`src/rtl/msrv32_alu_arbiter.sv`:
```
// rtl/msrv32_alu_arbiter.sv - shares one combinational msrv32_alu between NUM_REQ requesters
// Define MSRV32_ALU_ARB_FIXED_PRIO_EN for fixed lowest-index priority instead of round-robin.
module msrv32_alu_arbiter #(
    parameter int NUM_REQ = 2,
    parameter int ID_W    = 1
) (
    input  logic                    ms_riscv32_mp_clk_in,
    input  logic                    ms_riscv32_mp_rst_in,
    input  logic [NUM_REQ-1:0]      req_valid_in,
    output logic [NUM_REQ-1:0]      req_ready_out,
    input  logic [NUM_REQ*32-1:0]   req_op1_in,
    input  logic [NUM_REQ*32-1:0]   req_op2_in,
    input  logic [NUM_REQ*4-1:0]    req_opcode_in,
    output logic [31:0]             alu_op_1_out,
    output logic [31:0]             alu_op_2_out,
    output logic [3:0]              alu_opcode_out,
    input  logic [31:0]             alu_result_in,
    output logic                    resp_valid_out,
    input  logic                    resp_ready_in,
    output logic [ID_W-1:0]         resp_id_out,
    output logic [31:0]             resp_result_out
);

    typedef enum logic [1:0] {
        S_IDLE = 2'd0,
        S_EXEC = 2'd1,
        S_RESP = 2'd2
    } state_t;

    state_t              r_state;
    state_t              w_next_state;
    logic [ID_W-1:0]     w_grant;
    logic                w_any_valid;
    logic                w_handshake;
    logic [31:0]         w_sel_op1;
    logic [31:0]         w_sel_op2;
    logic [3:0]          w_sel_opcode;
    logic [31:0]         r_alu_op_1;
    logic [31:0]         r_alu_op_2;
    logic [3:0]          r_alu_opcode;
    logic [ID_W-1:0]     r_resp_id;
    logic [31:0]         r_resp_result;

    assign w_any_valid = |req_valid_in;
    assign w_handshake = (r_state == S_IDLE) && w_any_valid;

`ifdef MSRV32_ALU_ARB_FIXED_PRIO_EN
    // Descending scan: the last hit, i.e. the lowest valid index, wins.
    always_comb begin
        w_grant = '0;
        for (int i = NUM_REQ - 1; i >= 0; i--) begin
            if (req_valid_in[i]) begin
                w_grant = ID_W'(i);
            end
        end
    end
`else
    logic [ID_W-1:0]     r_last_grant;
    logic                w_hi_found;

    // Lowest valid index above last_grant wins; otherwise wrap to the lowest valid overall.
    always_comb begin
        w_grant    = '0;
        w_hi_found = 1'b0;
        for (int i = NUM_REQ - 1; i >= 0; i--) begin
            if (req_valid_in[i] && (ID_W'(i) > r_last_grant)) begin
                w_grant    = ID_W'(i);
                w_hi_found = 1'b1;
            end
        end
        if (!w_hi_found) begin
            for (int i = NUM_REQ - 1; i >= 0; i--) begin
                if (req_valid_in[i]) begin
                    w_grant = ID_W'(i);
                end
            end
        end
    end

    always_ff @(posedge ms_riscv32_mp_clk_in or posedge ms_riscv32_mp_rst_in) begin
        if (ms_riscv32_mp_rst_in) begin
            r_last_grant <= ID_W'(NUM_REQ - 1);
        end else if (w_handshake) begin
            r_last_grant <= w_grant;
        end
    end
`endif

    always_comb begin
        w_sel_op1    = '0;
        w_sel_op2    = '0;
        w_sel_opcode = '0;
        for (int i = 0; i < NUM_REQ; i++) begin
            if (w_grant == ID_W'(i)) begin
                w_sel_op1    = req_op1_in[32*i +: 32];
                w_sel_op2    = req_op2_in[32*i +: 32];
                w_sel_opcode = req_opcode_in[4*i +: 4];
            end
        end
    end

    always_ff @(posedge ms_riscv32_mp_clk_in or posedge ms_riscv32_mp_rst_in) begin
        if (ms_riscv32_mp_rst_in) begin
            r_state <= S_IDLE;
        end else begin
            r_state <= w_next_state;
        end
    end

    always_comb begin
        w_next_state = r_state;
        case (r_state)
            S_IDLE:  if (w_any_valid) w_next_state = S_EXEC;
            S_EXEC:  w_next_state = S_RESP;
            S_RESP:  if (resp_ready_in) w_next_state = S_IDLE;
            default: w_next_state = S_IDLE;
        endcase
    end

    // Ready is masked by reset so nothing is offered while the block is held in reset.
    always_comb begin
        req_ready_out  = '0;
        resp_valid_out = 1'b0;
        case (r_state)
            S_IDLE: begin
                if (w_any_valid && !ms_riscv32_mp_rst_in) begin
                    req_ready_out = NUM_REQ'(1) << w_grant;
                end
            end
            S_RESP:  resp_valid_out = 1'b1;
            default: ;
        endcase
    end

    // Operands stay on the ALU after completion; result is sampled in the single EXEC cycle.
    always_ff @(posedge ms_riscv32_mp_clk_in or posedge ms_riscv32_mp_rst_in) begin
        if (ms_riscv32_mp_rst_in) begin
            r_alu_op_1    <= '0;
            r_alu_op_2    <= '0;
            r_alu_opcode  <= '0;
            r_resp_id     <= '0;
            r_resp_result <= '0;
        end else begin
            if (w_handshake) begin
                r_alu_op_1   <= w_sel_op1;
                r_alu_op_2   <= w_sel_op2;
                r_alu_opcode <= w_sel_opcode;
                r_resp_id    <= w_grant;
            end
            if (r_state == S_EXEC) begin
                r_resp_result <= alu_result_in;
            end
        end
    end

    assign alu_op_1_out    = r_alu_op_1;
    assign alu_op_2_out    = r_alu_op_2;
    assign alu_opcode_out  = r_alu_opcode;
    assign resp_id_out     = r_resp_id;
    assign resp_result_out = r_resp_result;

endmodule

```
`config.mk`:
```
export PLATFORM = sky130hd
export DESIGN_NAME = msrv32_alu_arbiter
export DESIGN_NICKNAME = d
export VERILOG_FILES = /design/src/rtl/msrv32_alu_arbiter.sv
export SDC_FILE = /design/constraint.sdc
export NUM_CORES = 1
export LEC_CHECK = 0
export ABC_AREA = 1
export CAP_MARGIN = 20
export CORE_MARGIN = 2
export CORE_UTILIZATION = 44
export CTS_CLUSTER_SIZE = 14
export DETAILED_ROUTE_END_ITERATION = 16
export GPL_ROUTABILITY_DRIVEN = 0
export PLACE_DENSITY = 0.95
export SYNTH_ARGS = -nofsm -noshare
export SYNTH_HDL_FRONTEND = slang
export SYNTH_SLANG_ARGS = --single-unit
```
`constraint.sdc`:
```
create_clock -name ms_riscv32_mp_clk_in -period 5.3 [get_ports ms_riscv32_mp_clk_in]
set_input_delay 0.795 -clock ms_riscv32_mp_clk_in [delete_from_list [all_inputs] [get_ports ms_riscv32_mp_clk_in]]
set_output_delay 0.795 -clock ms_riscv32_mp_clk_in [all_outputs]
set_load 0.02 [all_outputs]
```
==> results.md <==
- Final core occ: 0.7040
- Post-synth EDFFs: 0
- Routed Wire Length: 16400 um
- Starting DRT DRC Count: 476
- Final ANT Viol Nets: 0
- Setup Total Neg Slack: 0 ns
- First-pass GRT wire length: 26120 um
- Largest net degree at the start of global routing: 78
- Pre-antenna DRT Iters: 5
- Die Footprint: 13330 um2
- Reg clk slew, reported paths: 0.07 ns
- DRC: 0
- Setup violators final: 0
- Crit path capture type: primary output
- Slew Limit Fails: 0
- Cell area after synthesis: 5466 um2
- CTS HTree Levels: 3
- Top_reg_cell synth: dfrtp_1
- DR vias/cell: 4.841
- Critical Path Slowest Stage Cell: clkdlybuf4s50_1
- Post_cts resized: 0
- Area leader, netlist: dfrtp_1
- Die height: 115.5 um
- Crit path launch type: input pin
- #FFs+latches synth: 104
- # Post-CTS Setup Buffers: 0
- Clock buffer count from CTS: 9
- Global-route congestion overflow total: 0
- PD cells: 545.3 nW/um2
- Max-Cap Viols: 0
- Status: finished, final reports clean
- Yosys synthesis warning count: 0
- Post-synthesis cell count: 745
- Synth Net Count: 918
- Worst min path class: reg -> reg
- Clk sink count: 104
- FFs w/ async S/R, synth: 1.000
- Detail Placement HPWL: 11760 um
- Ranking of synthesized cells by area: dfrtp_1 47%, nand2_1 18%, nand3_1 15%
- Post-Synthesis Mean Instance Area: 7.338 um2
- Initial antenna violation count: 0
- Share of cells above drive strength 1: 0.05522
- Filler Cell Count: 904
- Initial Util: 0.4532
- Clk buf depth: 2
- Crit path cell chain: clkdlybuf4s50_1 -> nor2_4 -> inv_2 -> nand2_4 -> nor3_2 -> clkdlybuf4s50_1
- # diodes: 0
- Fin nets: 1164
- Worst IR Drop VDD: 0.3877 mV
- Vias: 5635
- Seq/Total Area, Yosys: 0.4763
- Vias in the first global route: 5444
- Top-area cell type share of the netlist area: 0.4715
- Synth cell types: 20
- Fin. Hold Viols: 0
- Hold Buf Count CTS: 0
- IO Pins: 277
- Crit-path max FO: 71
- Final Cycle Share: 0.6800
- CP required: 4.51 ns
- FMAX: 277.5 MHz
- CTS tree: done
- Leak: 4.462 nW
- Core Region: 12060 um2
- Drt wl/cell: 14.09 um
- Clock Tree Root: clkbuf_16
- CP Class: in -> out
- I/O Buffers: 276
- Unrepaired setup endpoints after global routing: false
- Tmin final: 3.604 ns
- Cell row count: 40
- Crit path largest cell delay: 0.64 ns
- Chip Width: 115.5 um
- Max-slew headroom: 0.3181
- Synth-to-layout area growth: 55.34%
- Total GRT Usage: 0.2466
- Worst Path Arrival: 2.81 ns
- Clock latency at the later pin of the worst-skew pair: 0.33 ns
- Most frequent CP cell: clkdlybuf4s50_1
- Skew final: 0.01048 ns
- Worst slew pin tran: 1.020 ns
[cell type report]
class                   count  area (um2)  share of cell area
repair buffers            281        2795              0.3292
flip-flops and latches    104        2604              0.3066
multi-input cells         452        2028              0.2388
clock inverters             6       76.32            0.008988
clock buffers              10       239.0             0.02814
well taps                 168       210.2             0.02475
inverters                 143       539.3             0.06350
[cells in the final DEF, fill, tap and decap left out, types with 2 or more instances in the layout]
cell / Yosys / final
clkinvlp_4: 0 / 2
nand2_1: 264 / 264
clkdlybuf4s50_1: 0 / 275
inv_2: 5 / 5
inv_1: 138 / 137
nor2_1: 2 / 2
nand3_2: 9 / 9
nand2_2: 12 / 12
nand3_1: 159 / 159
nand2_4: 2 / 2
inv_8: 0 / 2
buf_4: 4 / 5
dfrtp_1: 103 / 103
clkbuf_16: 0 / 9
[power breakdown]
group | total [mW] | internal [mW] | switching (mW)
combinational | 2.52 | 1.08 | 1.44
clock | 0.693 | 0.387 | 0.306
sequential | 1.42 | 1.20 | 0.222
total | 4.63 | 2.66 | 1.97
[cell families after synthesis]
| logic type | count (synthesis) | synth area share |
|---|---|---|
| AO/OA/AOI/OAI | 1 | 0.0009147 |
| buffers and inverters | 189 | 0.1527 |
| AND/OR/NAND/NOR | 451 | 0.3701 |
| flip-flops | 104 | 0.4763 |
[cells in the mapped netlist (2+ instances only)]
cell type / count
dfrtp_1: 103
nand3_1: 159
nand2_4: 2
buf_8: 2
clkbuf_1: 12
inv_2: 5
inv_1: 138
nand2_1: 264
nand2_2: 12
buf_1: 3
nor2_1: 2
buf_4: 4
buf_2: 16
buf_6: 9
nand3_2: 9
[state kept, by name (all words and copies together) (netlist names)]
register and flops:
alu_op_1_out 32, r_state 2, alu_op_2_out 32, resp_id_out 1
r_last_grant 1, alu_opcode_out 4, resp_result_out 32
[metal layers]
metal / routed length [um] / part of all wire / track usage
met1: 6543 / 0.40 / 0.2975
met2: 7846 / 0.48 / 0.4117
met3: 1384 / 0.084 / 0.06904
met4: 630 / 0.038 / 0.1124
met5: 0 / 0 / 0
[per-stage QoR]
step	power, mW	instance area (um2)	cells	setup slack, ns	hold slack [ns]
after floorplan	2.867	5466	745	1.774	0.4485
after global placement	3.886	8177	1148	1.704	0.4531
after detailed placement	3.958	8177	1148	1.683	0.4578
after CTS	4.661	8492	1164	1.681	0.4748
after global routing	4.943	8492	1164	1.566	0.4856
final	4.631	8492	1164	1.696	0.4715
[path summary, 6_finish.rpt]
path	from	endpoint	slack (ns)	cells past startpoint
max in group asynchronous	ms_riscv32_mp_rst_in	alu_op_2_out[26]	3.20	3
max reg2reg	r_state[1]	alu_op_1_out[23]	3.16	5
min in group asynchronous	ms_riscv32_mp_rst_in	alu_op_1_out[29]	1.10	2
min reg2reg	resp_result_out[1]	resp_result_out[1]	0.47	2
max	req_valid_in[0]	req_ready_out[0]	1.70	6
min	resp_result_out[1]	resp_result_out[1]	0.47	2
[critical path: cells and delay by family]
family                 cells  cell delay (ns)
buffers and inverters      3             1.25
AND/OR/NAND/NOR            3             0.76
(Power assumes the default switching activity.)
